## src/rtl/mc_ctrl_pkg.sv

```systemverilog
// Shared definitions for the multi-cycle MIPS main control unit.
// Contents:
//   - opcode constants for the supported instructions
//   - FSM state enum
//   - ALU_op, ALU_srcB and PC_src encodings
//   - one-hot instruction class struct
//   - helper that identifies states which wait on memory
package mc_ctrl_pkg;

  localparam logic [5:0] OP_RTYPE = 6'b000000;
  localparam logic [5:0] OP_ADDIU = 6'b001001;
  localparam logic [5:0] OP_ORI   = 6'b001101;
  localparam logic [5:0] OP_LW    = 6'b100011;
  localparam logic [5:0] OP_SW    = 6'b101011;
  localparam logic [5:0] OP_BEQ   = 6'b000100;
  localparam logic [5:0] OP_J     = 6'b000010;

  localparam logic [1:0] ALUOP_ADD   = 2'b00;
  localparam logic [1:0] ALUOP_SUB   = 2'b01;
  localparam logic [1:0] ALUOP_FUNCT = 2'b10;
  localparam logic [1:0] ALUOP_OR    = 2'b11;

  localparam logic [1:0] SRCB_REG    = 2'b00;
  localparam logic [1:0] SRCB_FOUR   = 2'b01;
  localparam logic [1:0] SRCB_IMM    = 2'b10;
  localparam logic [1:0] SRCB_IMM_SH = 2'b11;

  localparam logic [1:0] PCSRC_ALU    = 2'b00;
  localparam logic [1:0] PCSRC_ALUOUT = 2'b01;
  localparam logic [1:0] PCSRC_JUMP   = 2'b10;

  typedef enum logic [3:0] {
    StIdle,
    StFetch,
    StDecode,
    StExecR,
    StExecI,
    StWbR,
    StWbI,
    StMemAddr,
    StMemRd,
    StMemWr,
    StMemWb,
    StBranch,
    StJump,
    StError
  } state_e;

  // One-hot instruction class; all-zero means illegal.
  typedef struct packed {
    logic r;
    logic addiu;
    logic ori;
    logic lw;
    logic sw;
    logic beq;
    logic j;
  } ins_class_t;

  function automatic logic is_mem_state(input state_e s);
    return (s == StFetch) || (s == StMemRd) || (s == StMemWr);
  endfunction

endpackage

```

## src/rtl/mc_opcode_decode.sv

```systemverilog
// Combinational opcode classifier.
// Ports:
//   i_opcode  in  6  instruction[31:26]
//   o_class   out    one-hot instruction class (all zero when illegal)
//   o_illegal out 1  opcode is not supported in this configuration
module mc_opcode_decode
  import mc_ctrl_pkg::*;
#(
  parameter bit ENABLE_BRANCH = 1'b1
) (
  input  logic [5:0] i_opcode,
  output ins_class_t o_class,
  output logic       o_illegal
);

  always_comb begin
    o_class = '0;
    unique case (i_opcode)
      OP_RTYPE: o_class.r     = 1'b1;
      OP_ADDIU: o_class.addiu = 1'b1;
      OP_ORI:   o_class.ori   = 1'b1;
      OP_LW:    o_class.lw    = 1'b1;
      OP_SW:    o_class.sw    = 1'b1;
      // Branch/jump fall back to illegal when the option is off.
      OP_BEQ:   o_class.beq   = ENABLE_BRANCH;
      OP_J:     o_class.j     = ENABLE_BRANCH;
      default:  o_class       = '0;
    endcase
  end

  assign o_illegal = ~|o_class;

endmodule

```

## src/rtl/multicycle_control.sv

```systemverilog
// Main control FSM for the multi-cycle MIPS datapath.
// Sequences fetch/decode/execute/memory/write-back, handshakes with a
// variable-latency unified memory and traps illegal opcodes and memory
// timeouts in a sticky ERROR state (left only through reset).
// Ports:
//   clk, rst_n              clock, async active-low reset
//   OpCode                  instruction[31:26] from the IR
//   Mem_ready               memory completes the current access
//   Mem_req, Mem_w, IorD    memory request / write / address select
//   IR_w, PC_w, PC_wcond    IR load, PC write, conditional PC write
//   PC_src, ALU_srcA/B      datapath mux selects
//   ALU_op                  ALU operation class
//   Reg_dst, Reg_w          register file destination / write
//   Mem_to_reg              write-back source
//   Illegal, Timeout        sticky error flags
module multicycle_control
  import mc_ctrl_pkg::*;
#(
  parameter bit          ENABLE_BRANCH  = 1'b1,
  parameter int unsigned TIMEOUT_CYCLES = 16
) (
  input  logic       clk,
  input  logic       rst_n,
  input  logic [5:0] OpCode,
  input  logic       Mem_ready,
  output logic       Mem_req,
  output logic       Mem_w,
  output logic       IorD,
  output logic       IR_w,
  output logic       PC_w,
  output logic       PC_wcond,
  output logic [1:0] PC_src,
  output logic       ALU_srcA,
  output logic [1:0] ALU_srcB,
  output logic [1:0] ALU_op,
  output logic       Reg_dst,
  output logic       Reg_w,
  output logic       Mem_to_reg,
  output logic       Illegal,
  output logic       Timeout
);

  localparam int unsigned    CntW    = $clog2(TIMEOUT_CYCLES) + 1;
  localparam logic [CntW-1:0] CntLast = CntW'(TIMEOUT_CYCLES - 1);

  state_e          r_state_q, w_state_d;
  logic [CntW-1:0] r_cnt_q, w_cnt_d;
  logic            r_illegal_q, r_timeout_q;
  logic            w_set_illegal, w_set_timeout;
  ins_class_t      w_class;
  logic            w_illegal;

  mc_opcode_decode #(
    .ENABLE_BRANCH(ENABLE_BRANCH)
  ) u_decode (
    .i_opcode (OpCode),
    .o_class  (w_class),
    .o_illegal(w_illegal)
  );

  // State register, wait counter and sticky flags.
  always_ff @(posedge clk or negedge rst_n) begin
    if (!rst_n) begin
      r_state_q   <= StIdle;
      r_cnt_q     <= '0;
      r_illegal_q <= 1'b0;
      r_timeout_q <= 1'b0;
    end else begin
      r_state_q <= w_state_d;
      r_cnt_q   <= w_cnt_d;
      if (w_set_illegal) r_illegal_q <= 1'b1;
      if (w_set_timeout) r_timeout_q <= 1'b1;
    end
  end

  // Next state. The counter defaults to zero, so it is clear on every entry
  // to a memory state and after every completed handshake.
  always_comb begin
    w_state_d     = r_state_q;
    w_cnt_d       = '0;
    w_set_illegal = 1'b0;
    w_set_timeout = 1'b0;

    if (is_mem_state(r_state_q) && !Mem_ready) begin
      if (r_cnt_q == CntLast) begin
        w_state_d     = StError;
        w_set_timeout = 1'b1;
      end else begin
        w_cnt_d = r_cnt_q + CntW'(1);
      end
    end else begin
      unique case (r_state_q)
        StIdle:   w_state_d = StFetch;
        StFetch:  w_state_d = StDecode;
        StDecode: begin
          if (w_illegal) begin
            w_state_d     = StError;
            w_set_illegal = 1'b1;
          end else begin
            unique case (1'b1)
              w_class.r:                 w_state_d = StExecR;
              w_class.addiu, w_class.ori: w_state_d = StExecI;
              w_class.lw, w_class.sw:    w_state_d = StMemAddr;
              w_class.beq:               w_state_d = StBranch;
              w_class.j:                 w_state_d = StJump;
              default:                   w_state_d = StError;
            endcase
          end
        end
        StExecR:   w_state_d = StWbR;
        StExecI:   w_state_d = StWbI;
        StWbR:     w_state_d = StFetch;
        StWbI:     w_state_d = StFetch;
        StMemAddr: w_state_d = w_class.sw ? StMemWr : StMemRd;
        StMemRd:   w_state_d = StMemWb;
        StMemWr:   w_state_d = StFetch;
        StMemWb:   w_state_d = StFetch;
        StBranch:  w_state_d = StFetch;
        StJump:    w_state_d = StFetch;
        StError:   w_state_d = StError;
        default:   w_state_d = StIdle;
      endcase
    end
  end

  // Outputs: Moore per state, except IR_w/PC_w in FETCH which follow Mem_ready.
  always_comb begin
    Mem_req    = 1'b0;
    Mem_w      = 1'b0;
    IorD       = 1'b0;
    IR_w       = 1'b0;
    PC_w       = 1'b0;
    PC_wcond   = 1'b0;
    PC_src     = PCSRC_ALU;
    ALU_srcA   = 1'b0;
    ALU_srcB   = SRCB_REG;
    ALU_op     = ALUOP_ADD;
    Reg_dst    = 1'b0;
    Reg_w      = 1'b0;
    Mem_to_reg = 1'b0;

    unique case (r_state_q)
      StFetch: begin
        Mem_req  = 1'b1;
        ALU_srcB = SRCB_FOUR;
        IR_w     = Mem_ready;
        PC_w     = Mem_ready;
      end
      StDecode: ALU_srcB = SRCB_IMM_SH;
      StExecR: begin
        ALU_srcA = 1'b1;
        ALU_op   = ALUOP_FUNCT;
      end
      StExecI: begin
        ALU_srcA = 1'b1;
        ALU_srcB = SRCB_IMM;
        ALU_op   = w_class.ori ? ALUOP_OR : ALUOP_ADD;
      end
      StWbR: begin
        Reg_dst = 1'b1;
        Reg_w   = 1'b1;
      end
      StWbI: Reg_w = 1'b1;
      StMemAddr: begin
        ALU_srcA = 1'b1;
        ALU_srcB = SRCB_IMM;
      end
      StMemRd: begin
        Mem_req = 1'b1;
        IorD    = 1'b1;
      end
      StMemWr: begin
        Mem_req = 1'b1;
        Mem_w   = 1'b1;
        IorD    = 1'b1;
      end
      StMemWb: begin
        Mem_to_reg = 1'b1;
        Reg_w      = 1'b1;
      end
      StBranch: begin
        ALU_srcA = 1'b1;
        ALU_op   = ALUOP_SUB;
        PC_wcond = 1'b1;
        PC_src   = PCSRC_ALUOUT;
      end
      StJump: begin
        PC_w   = 1'b1;
        PC_src = PCSRC_JUMP;
      end
      default: ;
    endcase
  end

  assign Illegal = r_illegal_q;
  assign Timeout = r_timeout_q;

endmodule

```

## config.mk

```make
export PLATFORM = sky130hd
export DESIGN_NAME = multicycle_control
export DESIGN_NICKNAME = d
export VERILOG_FILES = /design/src/rtl/mc_ctrl_pkg.sv /design/src/rtl/mc_opcode_decode.sv /design/src/rtl/multicycle_control.sv
export SDC_FILE = /design/constraint.sdc
export NUM_CORES = 1
export LEC_CHECK = 0
export BUFFER_PORTS_ARGS = -buffer_cell sky130_fd_sc_hd__clkbuf_2
export CORE_MARGIN = 4
export CORE_UTILIZATION = 45
export DETAILED_ROUTE_END_ITERATION = 16
export PLACE_DENSITY_LB_ADDON = 0.2
export SYNTH_ARGS = -nofsm -noshare
export SYNTH_HDL_FRONTEND = slang
export SYNTH_SLANG_ARGS = --single-unit
```

## constraint.sdc

```tcl
create_clock -name clk -period 1.35 [get_ports clk]
set_input_delay 0.0675 -clock clk [delete_from_list [all_inputs] [get_ports clk]]
set_output_delay 0.0675 -clock clk [all_outputs]
set_load 0.02 [all_outputs]
```

==> run_results.csv, run 1 <==
group,metric,value,unit
clock_network,clock-root-buffer,"clkbuf_4",
synth,synth_top_area_cell,"dfrtp_1",
synth,synthTopCellsByArea,"dfrtp_1, nor2_1, nand2_1, o21ai_0, nand3_1",
clock_network,htreeDepth,1,
synth,synth-seq-area-share,31.7,%
clock_network,clk_path_buf_depth,2,
synth,syn_inst,111,
placed_design,post-place-cells,180,
clock_network,cts_sinks,11,
timing,worst-ep-kind,"primary output",
synth,ys.flop_type,"dfrtp_1",
run_status,first-error,"[ERROR DPL-0038] Utilization greater than 100%, impossible to legalize",
placed_design,dp_hpwl,1910,microns
floorplanning,die_width,51.9,microns
floorplanning,io_pins,27,
synth,avgSynthCellArea,7.82,sq um
floorplanning,start_util,48.7,%
timing,worst_endpoint,"ALU_op[1]",
clock_network,cts_buffers,3,
synth,ys_types,42,
floorplanning,row_count,15,
run_status,haltStage,"5_1_grt",
run_status,run_status,"did not finish",
synth,async_reset_ff_share,100,%
synth,synth_warnings,0,
placed_design,place_congestion,0.877,
synth,synth_top_area_share,31.7,%
placed_design,numPortBuffers,26,
synth,synth_area,868,sq um
global_routing,grt_start_max_net_pins,12,
floorplanning,die_y,51.9,microns
synth,synth_edf_count,0,
synth,ys_ff_latch,11,
synth,synthesis.nets,121,
## what timing repair did
action	in CTS
gates resized for setup	86
endpoints found under the setup margin	24
hold buffers	1
setup buffers	21
endpoints found under the hold margin	11
pin swaps	23
## per-stage QoR
step                      hold slack, ns  cell area (sq um)  utilization (%)  setup slack, ns
after CTS                          0.158               1700             95.6           -0.358
after detailed placement         -0.0431               1210             67.7           -0.180
after global placement           -0.0441               1210             67.7           -0.149
after floorplan                   -0.228                900                -           -0.280
## cells in the mapped netlist, types with 2 or more instances
library cell,number
nor3b_1,2
nand2_1,12
dfrtp_1,11
or2_2,4
xor2_1,3
buf_6,2
o21ai_0,7
a21oi_1,5
a21o_1,2
nand2b_1,4
nand3_1,6
buf_2,2
nor3_1,3
nor2_1,14
and2_1,2
clkbuf_1,4
and3_1,2
o22ai_1,2
## cell families after synthesis
kind of cell / after synthesis / share of synthesized area, %
AND/OR/NAND/NOR: 56 / 33.1
flip-flops: 11 / 31.7
multiplexers: 1 / 1.30
adder cells (fa/ha/maj): 1 / 1.44
XOR/XNOR: 3 / 3.03
buffers and inverters: 10 / 6.77
AO/OA/AOI/OAI: 29 / 22.6
==> run 2: changes to the inputs <==
CORE_AREA = 4 4 65 67   (was not set)
CORE_MARGIN = not set   (was 4)
CORE_UTILIZATION = not set   (was 45)
DIE_AREA = 0 0 69 71   (was not set)
PLACE_DENSITY_LB_ADDON = 0.15   (was 0.2)
clock period = 1.8 ns   (was 1.35 ns; I/O delays follow)
==> run 2 against run 1 <==
Compared with the run above: the flow now finishes without violations; synthesized area unchanged; synthesized cell count unchanged.
==> run_results.csv, run 2 <==
group,metric,value,unit
power,p_per_area,1430,nW/um^2
worst_setup_path,crit_type,"reg2out",
placed_design,dpl-instance-area,1040,sq um
synth,async_reset_ff_share,100,%
global_routing,grt_start_max_net_pins,19,
floorplanning,row_count,22,
final_layout,nNetsFinal,151,
timing,rsz0062_at_grt,"no",
route,routed_via_density,4.79,
min_path,hold_end,"r_state_q[3]$_DFFE_PN0P_",
synth,syn_inst,111,
worst_setup_path,critPathSlowestCell,"or4_4",
floorplanning,core_area,3630,sq um
final_layout,largest_reg_flops,5,
timing,hold_viol,0,
route,finalWirelength,2300,microns
worst_setup_path,cp-end-kind,"output pin",
final_layout,top_register,"r_cnt_q",
clock_network,cts_buffers,3,
final_layout,final_area,1120,sq um
clock_network,cts_sinks,11,
floorplanning,die_y,71,microns
clock_network,clock-root-buffer,"clkbuf_8",
flow_run,cap_viol_max_count,0,
synth,synthTopCellsByArea,"dfrtp_1, nor2_1, nand2_1, o21ai_0, nand3_1",
clock_network,clk_latency,0.23,ns
global_routing,grt_pass1_vias,858,
final_layout,antenna-diode-count,0,
worst_setup_path,required,1.71,ns
worst_setup_path,cp_num_buf_inv,1,
power,seqPwrFrac,24.8,%
synth,synth_top_area_cell,"dfrtp_1",
timing,holdWs,0.231,ns
clock_network,clk_pin_slew,0.05,ns
worst_setup_path,arrival,1.62,ns
power,p_clk_share,15.0,%
final_layout,drive_above_1_share,34.3,%
clock_network,clk_path_buf_depth,2,
synth,synth_top_area_share,31.7,%
global_routing,grt-ovfl-total,0,
floorplanning,io_pins,27,
timing,maxSlewHeadroom,77.4,%
worst_setup_path,cpLargestDelayFamily,"simple AND/OR/NAND/NOR gates",
worst_setup_path,critical_path.cell_chain,"nand2_1 -> or4_4 -> a21oi_2 -> buf_4",
worst_setup_path,r2r_start,"r_cnt_q[0]$_DFF_PN0_",
final_layout,final_cell_mix,"clkbuf_2, nor2_1, nand2_1",
global_routing,grt_pass1_wl,3980,microns
timing,fin_crit,1.71,ns
synth,synth_common_cells,"nor2_1, nand2_1, dfrtp_1, o21ai_0, nand3_1",
timing,min_period_over_period,95.0,%
final_layout,top_regs,"r_cnt_q: 5 flops, r_state_q: 4 flops",
worst_setup_path,worstPathMaxFanout,12,
power,swShare,47.4,%
synth,synth-seq-area-share,31.7,%
worst_setup_path,rr_worst_depth,6,
power,comb_power_share,60.2,%
placed_design,place_congestion,0.779,
clock_network,cts_tree,"built",
timing,finalSetupViolations,0,
timing,clock_skew,0.000784,ns
timing,tightest_slew,0.339,ns
worst_setup_path,critPathMaxStageDelay,0.53,ns
worst_setup_path,path_depth,4,
final_layout,area_growth,29.5,%
floorplanning,die_area,4900,sq um
clock_network,htreeDepth,1,
global_routing,grtUsageTotal,9.54,%
synth,synthesis.nets,121,
synth,ys.flop_type,"dfrtp_1",
synth,ys_ff_latch,11,
run_status,run_status,"complete, no violations",
route,ant_nets,0,
power,p_int,0.000845,W
min_path,whs_path_depth,3,
worst_setup_path,r2r_setup_slack,0.28,ns
power,p_switching,0.000760,W
floorplanning,start_util,23.9,%
min_path,hold_class,"in2reg",
timing,fmax,0.585,GHz
power,leakage,0.527,nW
route,wire_per_inst,12.2,microns
route,first_pass_iters,4,
placed_design,dp_hpwl,1770,microns
synth,ys_types,42,
route,vias,900,
final_layout,final_common_cell,"clkbuf_2",
timing,setup-tns-final,0,ns
synth,synth_area,868,sq um
synth,synth_warnings,0,
floorplanning,die_width,69,microns
timing,finalMaxSlewViolations,0,
global_routing,antenna_found_initial,0,
route,drt-initial-drc-count,34,
power,max-vdd-ir-drop,0.000426,V
placed_design,numPortBuffers,26,
route,drc,0,
min_path,min_from,"OpCode[2]",
synth,avgSynthCellArea,7.82,sq um
worst_setup_path,reg2reg_to,"r_state_q[3]$_DFFE_PN0P_",
worst_setup_path,cp-start-kind,"flop",
synth,synth_most_common_cell,"nor2_1",
synth,synth_edf_count,0,
==> run 2: logic make-up after synthesis <==
logic type	Yosys count	synth area share, %
flip-flops	11	31.7
multiplexers	1	1.30
buffers and inverters	10	6.77
AND/OR/NAND/NOR	56	33.1
XOR/XNOR	3	3.03
adder cells (fa/ha/maj)	1	1.44
AO/OA/AOI/OAI	29	22.6
==> run 2: layout make-up <==
cell class                 instances  area (sq um)
clock buffer                       4          45.0
fill                             411          2510
sequential                        11           278
multi-input combinational         90           534
inverter                           1          3.75
timing repair buffer              34           204
tap                               48          60.1
==> run 2: worst max path at each step <==
stage                 to  slack (ns)                     start
6_report       ALU_op[1]        0.09  r_state_q[2]$_DFFE_PN0P_
5_1_grt        ALU_op[1]        0.02  r_state_q[2]$_DFFE_PN0P_
4_1_cts        ALU_op[0]       0.002  r_state_q[0]$_DFFE_PN0P_
3_5_place_dp       Reg_w        0.20  r_state_q[2]$_DFFE_PN0P_
3_3_place_gp       Reg_w        0.24  r_state_q[2]$_DFFE_PN0P_
2_1_floorplan  ALU_op[1]        0.12  r_state_q[1]$_DFFE_PN0P_
==> run 2: metrics by stage <==
| step | cells | total power, W | setup slack [ns] | utilization [%] |
|---|---|---|---|---|
| CTS | 186 | 0.00159 | 0.00160 | 30.4 |
| global placement | 181 | 0.00134 | 0.239 | 28.7 |
| finish | 188 | 0.00161 | 0.0897 | 31.0 |
| detailed placement | 181 | 0.00134 | 0.202 | 28.7 |
| floorplan | 111 | 0.00107 | 0.116 | - |
| global route | 188 | 0.00175 | 0.0169 | 31.0 |
==> run 2: routing by layer <==
layer  GRT usage, %  wire length (microns)  vias up
li1               -                      -      453
met1           12.0                   1080      428
met2           16.4                   1130       17
met3           1.99                     74        2
met4           2.82                     19        0
met5              0                      0        -
==> run 2: power by group through the flow <==
stage / Combinational, W / Clock, W / Sequential (W)
after floorplan: 0.000714 / 0 / 0.000354
after global placement: 0.000939 / 0 / 0.000402
after detailed placement: 0.000934 / 0 / 0.000402
after CTS: 0.000943 / 0.000249 / 0.000400
after global routing: 0.00109 / 0.000256 / 0.000410
final: 0.000967 / 0.000240 / 0.000398
==> run 2: worst register-to-register path: stages (launching register included) <==
cell and delay [ns]:
dfrtp_1 0.36, ha_1 0.18, nand3_1 0.10, or2_2 0.33
o31ai_1 0.24, nand3_1 0.13, o221ai_1 0.08
==> run 2: what timing repair did <==
action	CTS	global route
resized for setup	3	3
hold endpoints to repair	11	0
hold buffers	1	0
setup buffers	0	2
pin swaps	0	4
setup endpoints to repair	2	3
(Power assumes the default switching activity.)
==> run 3: changes to the inputs <==
SYNTH_HIERARCHICAL = 1   (was not set)
==> run 3 against run 2 <==
Compared with the run above: sequential share of layout area fell by 3.3 points; critical path depth is 2 higher; synthesized area up 7.3%; critical path type unchanged; largest cell class unchanged.
==> run_results.csv, run 3 <==
group,metric,value,unit
run_status,run_status,"complete, no violations",
flow_run,cap_viol_max_count,0,
final_layout,final_cell_mix,"clkbuf_2, nor2_1, buf_4",
global_routing,grt_pass1_wl,4380,microns
synth,synth_warnings,6,
placed_design,pre_cts_slack,-0.0456,ns
timing,finalSetupViolations,0,
route,ant_nets,0,
final_layout,largest_reg_flops,5,
synth,synth_top_area_cell,"dfrtp_1",
floorplanning,io_pins,27,
power,seqPwrFrac,26.6,%
floorplanning,row_count,22,
worst_setup_path,critPathSlowestCell,"dfrtp_2",
final_layout,top_register,"r_cnt_q",
synth,synth_edf_count,0,
timing,clock_skew,0.00644,ns
synth,synth_common_cells,"nor2_1, dfrtp_1, nand2_1, nor3_1, nand2b_1",
synth,ys.flop_type,"dfrtp_1",
timing,rsz0062_at_grt,"no",
power,p_switching,0.000799,W
synth,synthesis.nets,135,
synth,synth-seq-area-share,29.5,%
worst_setup_path,rr_worst_depth,5,
route,routed_via_density,4.74,
power,p_per_area,1290,nW/um^2
worst_setup_path,r2r_setup_slack,0.24,ns
route,wire_per_inst,11.5,microns
placed_design,numPortBuffers,26,
synth,avgSynthCellArea,7.46,sq um
clock_network,clk_latency,0.24,ns
clock_network,cts_sinks,11,
placed_design,place_congestion,0.825,
synth,syn_inst,125,
placed_design,dp_hpwl,2010,microns
route,drt-initial-drc-count,60,
clock_network,clk_pin_slew,0.05,ns
timing,tightest_slew,0.406,ns
worst_setup_path,cp-start-kind,"flop",
timing,maxSlewHeadroom,72.7,%
final_layout,top_regs,"r_cnt_q: 5 flops, r_state_q: 4 flops",
final_layout,nNetsFinal,180,
worst_setup_path,reg2reg_to,"r_state_q[0]$_DFFE_PN0P_",
power,p_int,0.000883,W
worst_setup_path,arrival,1.62,ns
synth,ys_types,37,
worst_setup_path,required,1.71,ns
worst_setup_path,critPathMaxStageDelay,0.50,ns
clock_network,clk_path_buf_depth,2,
synth,synth_area,932,sq um
timing,fin_crit,1.71,ns
final_layout,antenna-diode-count,0,
timing,fmax,0.586,GHz
worst_setup_path,r2r_start,"r_state_q[3]$_DFFE_PN0P_",
floorplanning,die_y,71,microns
clock_network,htreeDepth,1,
final_layout,area_growth,39.6,%
route,vias,1028,
worst_setup_path,worstPathMaxFanout,14,
worst_setup_path,cpLargestDelayFamily,"simple AND/OR/NAND/NOR gates",
clock_network,clock-root-buffer,"clkbuf_8",
timing,finalMaxSlewViolations,0,
global_routing,grtUsageTotal,10.5,%
timing,min_period_over_period,94.8,%
timing,holdWs,0.257,ns
global_routing,grt_pass1_vias,990,
power,swShare,47.5,%
clock_network,cts_tree,"built",
floorplanning,start_util,25.7,%
route,drc,0,
synth,async_reset_ff_share,100,%
timing,hold_viol,0,
power,comb_power_share,58.6,%
final_layout,n_fill_cell,398,
synth,ys_ff_latch,11,
route,finalWirelength,2490,microns
synth,synth_top_area_share,29.5,%
global_routing,grt-ovfl-total,0,
worst_setup_path,cp_num_buf_inv,2,
global_routing,grt_start_max_net_pins,19,
worst_setup_path,cp-end-kind,"output pin",
worst_setup_path,critical_path.cell_chain,"buf_4 -> nor2_1 -> nand2_1 -> nor2_1 -> or2_1 -> clkbuf_2",
synth,synthTopCellsByArea,"dfrtp_1, nor2_1, nand2_1, nand2b_1, nor3_1",
final_layout,final_common_cell,"clkbuf_2",
floorplanning,die_width,69,microns
final_layout,drive_above_1_share,33.7,%
worst_setup_path,crit_type,"reg2out",
clock_network,cts_buffers,3,
min_path,hold_class,"in2async",
synth,synth_most_common_cell,"nor2_1",
global_routing,antenna_found_initial,0,
clock_network,postCtsSetupBuffers,0,
floorplanning,core_area,3630,sq um
power,max-vdd-ir-drop,0.000419,V
power,leakage,0.627,nW
worst_setup_path,crit_top_cell,"nor2_1",
route,first_pass_iters,4,
power,p_clk_share,14.7,%
timing,fin_ws,0.0944,ns
floorplanning,die_area,4900,sq um
==> run 3: cell types whose count changed after synthesis, sizes merged, moves of 2 or more <==
cell	delta
nor2	+10
nor4	+2
nand3b	+3
or2	-4
nor2b	+2
nor4b	+3
buf	-2
nand2b	+2
nor3	+4
==> run 3: through the flow <==
stage / power [W] / setup TNS, ns / std cells / utilization, % / area [sq um]
2_1_floorplan: 0.00110 / 0 / 125 / - / 932
3_3_place_gp: 0.00144 / 0 / 212 / 34.2 / 1240
3_5_place_dp: 0.00144 / -0.0456 / 212 / 34.2 / 1240
4_1_cts: 0.00169 / 0 / 217 / 35.7 / 1300
5_1_grt: 0.00183 / 0 / 217 / 35.8 / 1300
6_report: 0.00168 / 0 / 217 / 35.8 / 1300
==> run 3: final cells by class <==
cell class	count	area, sq um	share of cell area (%)
well taps	48	60.1	4.62
clock buffers	4	45.0	3.46
flip-flops and latches	11	278	21.3
inverters	2	7.51	0.577
repair buffers	48	298	22.9
multi-input cells	104	613	47.1
==> run 3: worst max-delay path by stage <==
stage / slack (ns) / cells past startpoint / startpoint / to
floorplan: 0.17 / 5 / r_state_q[3]$_DFFE_PN0P_ / PC_src[0]
global placement: 0.007 / 8 / OpCode[5] / r_state_q[2]$_DFFE_PN0P_
detailed placement: -0.05 / 7 / OpCode[0] / r_state_q[2]$_DFFE_PN0P_
CTS: 0.02 / 6 / r_state_q[2]$_DFFE_PN0P_ / PC_w
global route: 0.01 / 6 / r_state_q[2]$_DFFE_PN0P_ / PC_w
finish: 0.09 / 6 / r_state_q[2]$_DFFE_PN0P_ / PC_w
==> run 3: kinds of logic after synthesis <==
logic type / share of synthesized area (%)
buf+inv: 4.70
simple gates: 44.6
flops: 29.5
compound gates: 16.1
xor+xnor: 3.76
fa+ha+maj: 1.34
==> run 3: power groups by stage <==
stage | Sequential [W] | Clock, W | Combinational (W)
2_1_floorplan | 0.000359 | 0 | 0.000737
3_3_place_gp | 0.000452 | 0 | 0.000991
3_5_place_dp | 0.000449 | 0 | 0.000990
4_1_cts | 0.000445 | 0.000252 | 0.000996
5_1_grt | 0.000466 | 0.000267 | 0.00110
6_report | 0.000448 | 0.000248 | 0.000986
==> run 3: layer usage <==
metal,track usage [%],vias to the layer above,part of all wire [%]
met5,0,-,0
met2,16.8,26,46
li1,-,533,-
met3,1.85,2,3.8
met1,14.0,467,49
met4,3.90,0,0.56
==> run 3: what timing repair did <==
| item | in CTS | in global routing |
|---|---|---|
| gates resized for setup | 0 | 2 |
| hold buffers | 1 | 0 |
| endpoints found under the setup margin | 0 | 6 |
| endpoints found under the hold margin | 11 | 0 |
